$ cat src/rtl/branch_resolve.sv
// Branch resolution stage: carries predictions from D through E to M, checks them against outcomes,
// drives predictor update and redirect, and holds off wrong-path resolution while the front end refills.
module branch_resolve #(
  parameter int RECOVER_CYCLES = 2,
  parameter int CNT_WIDTH      = 32
) (
  input  logic                 clk,
  input  logic                 rst,
  input  logic                 stallE,
  input  logic                 flushE,
  input  logic                 stallM,
  input  logic                 flushM,
  input  logic                 branchD,
  input  logic                 pred_takeD,
  input  logic [31:0]          pcD,
  input  logic                 actual_takeE,
  input  logic [31:0]          targetE,
  output logic                 branchM,
  output logic                 actual_takeM,
  output logic [31:0]          pcM,
  output logic                 mispredictM,
  output logic                 flush_req,
  output logic [31:0]          redirect_pc,
  output logic                 recovering,
  output logic [CNT_WIDTH-1:0] branch_cnt,
  output logic [CNT_WIDTH-1:0] mispred_cnt
);

  localparam logic [0:0] IDLE    = 1'b0;
  localparam logic [0:0] RECOVER = 1'b1;

  localparam logic [3:0]           RECOVER_LOAD = 4'(RECOVER_CYCLES);
  localparam logic [CNT_WIDTH-1:0] CNT_MAX      = {CNT_WIDTH{1'b1}};
  localparam logic [CNT_WIDTH-1:0] CNT_ONE      = CNT_WIDTH'(1'b1);

  logic                 branchE_r;
  logic                 predTakeE_r;
  logic [31:0]          pcE_r;
  logic                 branchM_r;
  logic                 predTakeM_r;
  logic [31:0]          pcM_r;
  logic                 actualTakeM_r;
  logic [31:0]          targetM_r;
  logic [0:0]           state_r;
  logic [0:0]           stateNext_s;
  logic [3:0]           recoverCnt_r;
  logic [3:0]           recoverCntNext_s;
  logic [CNT_WIDTH-1:0] branchCnt_r;
  logic [CNT_WIDTH-1:0] mispredCnt_r;
  logic                 liveM_s;
  logic                 mispredM_s;
  logic [31:0]          redirect_s;

  // M-stage resolution: a branch only counts when the FSM is idle and M is advancing
  always_comb begin
    liveM_s    = branchM_r & (state_r == IDLE) & ~stallM;
    mispredM_s = liveM_s & (predTakeM_r ^ actualTakeM_r);
    redirect_s = 32'd0;
    if (mispredM_s) begin
      redirect_s = actualTakeM_r ? targetM_r : (pcM_r + 32'd4);
    end else begin
      redirect_s = 32'd0;
    end
  end

  assign branchM      = liveM_s;
  assign actual_takeM = actualTakeM_r;
  assign pcM          = pcM_r;
  assign mispredictM  = mispredM_s;
  assign flush_req    = mispredM_s;
  assign redirect_pc  = redirect_s;
  assign recovering   = (state_r == RECOVER);
  assign branch_cnt   = branchCnt_r;
  assign mispred_cnt  = mispredCnt_r;

  // D->E pipeline register; a redirect kills the wrong-path instruction in D
  always_ff @(posedge clk or negedge rst) begin
    if (!rst) begin
      branchE_r   <= 1'b0;
      predTakeE_r <= 1'b0;
      pcE_r       <= 32'd0;
    end else if (flushE || mispredM_s) begin
      branchE_r   <= 1'b0;
      predTakeE_r <= 1'b0;
      pcE_r       <= 32'd0;
    end else if (!stallE) begin
      branchE_r   <= branchD;
      predTakeE_r <= pred_takeD;
      pcE_r       <= pcD;
    end
  end

  // E->M pipeline register; flush wins over stall
  always_ff @(posedge clk or negedge rst) begin
    if (!rst) begin
      branchM_r     <= 1'b0;
      predTakeM_r   <= 1'b0;
      pcM_r         <= 32'd0;
      actualTakeM_r <= 1'b0;
      targetM_r     <= 32'd0;
    end else if (flushM || mispredM_s) begin
      branchM_r     <= 1'b0;
      predTakeM_r   <= 1'b0;
      pcM_r         <= 32'd0;
      actualTakeM_r <= 1'b0;
      targetM_r     <= 32'd0;
    end else if (!stallM) begin
      branchM_r     <= branchE_r;
      predTakeM_r   <= predTakeE_r;
      pcM_r         <= pcE_r;
      actualTakeM_r <= actual_takeE;
      targetM_r     <= targetE;
    end
  end

  // Recovery FSM next state; the countdown runs regardless of stalls
  always_comb begin
    stateNext_s      = state_r;
    recoverCntNext_s = recoverCnt_r;
    case (state_r)
      IDLE: begin
        if (mispredM_s) begin
          stateNext_s      = RECOVER;
          recoverCntNext_s = RECOVER_LOAD;
        end else begin
          stateNext_s      = IDLE;
          recoverCntNext_s = 4'd0;
        end
      end
      RECOVER: begin
        if (recoverCnt_r <= 4'd1) begin
          stateNext_s      = IDLE;
          recoverCntNext_s = 4'd0;
        end else begin
          stateNext_s      = RECOVER;
          recoverCntNext_s = recoverCnt_r - 4'd1;
        end
      end
      default: begin
        stateNext_s      = IDLE;
        recoverCntNext_s = 4'd0;
      end
    endcase
  end

  // Recovery FSM state
  always_ff @(posedge clk or negedge rst) begin
    if (!rst) begin
      state_r      <= IDLE;
      recoverCnt_r <= 4'd0;
    end else begin
      state_r      <= stateNext_s;
      recoverCnt_r <= recoverCntNext_s;
    end
  end

  // Saturating performance counters
  always_ff @(posedge clk or negedge rst) begin
    if (!rst) begin
      branchCnt_r  <= '0;
      mispredCnt_r <= '0;
    end else begin
      if (liveM_s && (branchCnt_r != CNT_MAX)) begin
        branchCnt_r <= branchCnt_r + CNT_ONE;
      end
      if (mispredM_s && (mispredCnt_r != CNT_MAX)) begin
        mispredCnt_r <= mispredCnt_r + CNT_ONE;
      end
    end
  end

endmodule

$ cat config.mk
export PLATFORM = sky130hd
export DESIGN_NAME = branch_resolve
export DESIGN_NICKNAME = d
export VERILOG_FILES = /design/src/rtl/branch_resolve.sv
export SDC_FILE = /design/constraint.sdc
export NUM_CORES = 1
export LEC_CHECK = 0
export ABC_CLOCK_PERIOD_IN_PS = 2520
export BUFFER_PORTS_ARGS = -buffer_cell sky130_fd_sc_hd__buf_2
export CAP_MARGIN = 40
export CORE_MARGIN = 3
export CORE_UTILIZATION = 49
export CTS_CLUSTER_SIZE = 30
export DETAILED_ROUTE_END_ITERATION = 7
export GPL_TIMING_DRIVEN = 0
export PLACE_DENSITY = 0.81
export RECOVER_POWER = 100
export SYNTH_ARGS = -nofsm -noshare
export SYNTH_HDL_FRONTEND = slang
export SYNTH_SLANG_ARGS = --single-unit
$ cat constraint.sdc
create_clock -name clk -period 2.52 [get_ports clk]
set_input_delay 0.378 -clock clk [delete_from_list [all_inputs] [get_ports clk]]
set_output_delay 0.378 -clock clk [all_outputs]
set_load 0.1 [all_outputs]
==> qor.yml <==
outcome: "finished, violations left"
failed_checks: "max-capacitance violations, max-slew violations, negative setup slack"
path_max_fanout: 6
path_cells: "nand4_1 -> buf_6 -> nor4_4 -> nand3_1 -> xor2_1 -> a211oi_4 -> buf_12"
cp-start-kind: "flip-flop"
synth_edf_count: 0
root_buffer: "clkbuf_16"
dp_hpwl_mm: 17.0
fin_area_um2: 12000
power_frac_clock_pct: 39.9
cp_slowest_cell: "dfrtp_4"
drive_gt1_share_pct: 37.7
maxCapViolations: 1
synth.distinct_cells: 49
routed_wl_mm: 27.2
crit_path_end_kind: "primary output"
grt_overflow_total: 0
grt_pass1_wl_mm: 39.7
globalplace.congestion: 0.876
clock-sinks: 170
tns_ns: -6.18
post-place-ws_ns: -0.559
nets: 1162
drt-initial-drc-count: 588
row_count: 47
clk_pin_slew_ns: 0.07
synth_cells: 811
tightest_slew_ns: 1.58
max_freq_ghz: 0.351
cts_made_buffers: 17
final_common_cell: "nor2_1"
swShare_pct: 30.7
p_seq_share_pct: 45.8
setup_violations: 33
area_delta_synth_final_pct: 44.2
avgSynthCellArea_um2: 10.3
postPlaceCellArea_um2: 10300
crit_buf_inv: 2
synth.ff_latch_count: 170
wl_per_cell_um: 20.6
place_inst: 1237
internal_power_mw: 4.46
fin_crit_sh_pct: 113
core-area_um2: 16600
final_cells: 1323
avgViaCountPerCell: 5.77
combPwrFrac_pct: 14.3
max_stage_delay_ns: 0.46
power_density_nw_per_um2: 534
dieHeight_um: 137
cp.required_ns: 2.14
h-tree-depth: 4
async_reset_ff_share_pct: 100
fin_crit_ns: 2.85
fp.dieW_um: 137
cts_buffer_depth: 2
drcViolationCount: 0
arrival_ns: 2.47
fin_ws_ns: -0.327
fin_worst_skew_ns: 0.0124
hold_viol: 0
path_delay_family: "simple AND/OR/NAND/NOR gates"
grt_usage_pct: 27.5
fill_cells: 1080
yosys_warnings: 0
die_area_um2: 18600
vdd_ir_drop_max_uv: 550
p_switching_mw: 1.97
cts_tree: "built"
start_util_pct: 50.2
clk_latency_ns: 0.44
portBuffers: 203
vias: 7628
fin_util_pct: 72.4
maxSlewViolCount: 61
ys.flop_type: "dfrtp_1"
totalPowerFinal_mw: 6.44
most-common-layout-cells: "142 x nor2_1, 125 x buf_2, 108 x mux2i_1"
netlist_area_um2: 8350
first_pass_iters: 5
yosysSeqAreaShare_pct: 50.9
p_leak_nw: 5.48
grt_max_degree: 111
hold_class: "in2reg"
synth_nets: 889
first_global_vias: 7395
antenna_found_initial: 7
slew_headroom_pct: -5.10
ant_nets: 0
pin_count: 206
rsz0062_at_grt: "true"
path_class: "reg2out"
hold_slack_ns: 0.180
## synthesized netlist by cell type, types with 8 or more instances
master    number  area (µm²)
xor2_1        42         368
nand2_1       32         120
and4_1         8        70.1
a21oi_1       24         120
mux2i_1      108        1080
dfrtp_1      170        4250
clkbuf_1      29         109
nor3_1        14        70.1
nand3_1       34         170
nand4_1       30         188
and3_1        15        93.8
inv_1         14        52.6
xnor2_1       42         368
o21ai_0       18        90.1
nor2_1       155         582
## cell families (layout without fill, tap and decap cells)
group	count (synthesis)	count (layout)	share of synthesized area [%]
xor+xnor	84	84	8.81
mux	112	112	13.5
compound gates	63	63	4.76
buf+inv	54	340	2.50
simple gates	323	323	18.8
fa+ha+maj	5	5	0.749
other cells	0	6	0
flops	170	170	50.9
## layer usage
| metal | part of all wire, % | vias up | global-route usage (%) |
|---|---|---|---|
| li1 | - | 3366 | - |
| met1 | 39 | 3786 | 35.0 |
| met2 | 48 | 386 | 44.9 |
| met3 | 8.0 | 86 | 7.06 |
| met4 | 4.4 | 4 | 11.4 |
| met5 | 0.077 | - | 0 |
## repair_timing
action / CTS / global route
hold endpoints to repair: 60 / 0
endpoints found under the setup margin: 40 / 60
gates cloned: 1 / 2
hold buffers: 1 / 0
setup buffers: 24 / 27
resized for setup: 177 / 38
pin swaps: 13 / 17
## tightest hold or removal path, cell delays in order
cell	delay [ns]
buf_2	0.07
mux2i_1	0.05
nor2_1	0.07
## state kept, by name (all words and copies together) (netlist names)
register,count
branch_cnt,32
mispred_cnt,32
pcE_r,32
pcM,32
targetM_r,32
recoverCnt_r,4
actual_takeM,1
branchE_r,1
branchM_r,1
predTakeE_r,1
predTakeM_r,1
recovering,1
## path summary, 6_finish.rpt
| kind | start | end | slack [ns] | depth (start not counted) |
|---|---|---|---|---|
| min in group asynchronous | rst | pcE_r[16]$_DFFE_PN0P_ | 0.85 | 2 |
| max reg2reg | recovering$_DFF_PN0_ | branch_cnt[31]$_DFFE_PN0P_ | 0.03 | 7 |
| min | pcD[1] | pcE_r[1]$_DFFE_PN0P_ | 0.18 | 3 |
| max in group asynchronous | rst | recovering$_DFF_PN0_ | 0.32 | 3 |
| min reg2reg | branch_cnt[28]$_DFFE_PN0P_ | branch_cnt[28]$_DFFE_PN0P_ | 0.48 | 1 |
| max | pcM[2]$_DFFE_PN0P_ | redirect_pc[21] | -0.33 | 7 |
## layout make-up
type / count / area (µm²) / area share (%)
Multi-Input combinational cell: 587 / 4500 / 37.3
Sequential cell: 170 / 4370 / 36.3
Timing Repair Buffer: 260 / 2070 / 17.2
Clock buffer: 17 / 425 / 3.53
Tap cell: 220 / 275 / 2.29
Buffer: 33 / 183 / 1.52
Clock inverter: 15 / 141 / 1.17
Inverter: 15 / 72.6 / 0.602
Antenna cell: 6 / 15.0 / 0.125
## power by group through the flow
stage | clock network (mW) | registers [mW] | logic [mW]
CTS | 2.57 | 2.94 | 0.898
detailed placement | 0 | 2.99 | 0.874
floorplan | 0 | 3.28 | 0.303
global placement | 0 | 2.98 | 0.849
global route | 2.71 | 2.96 | 0.974
finish | 2.57 | 2.95 | 0.919
No activity file was read; power rests on OpenSTA's default activity.
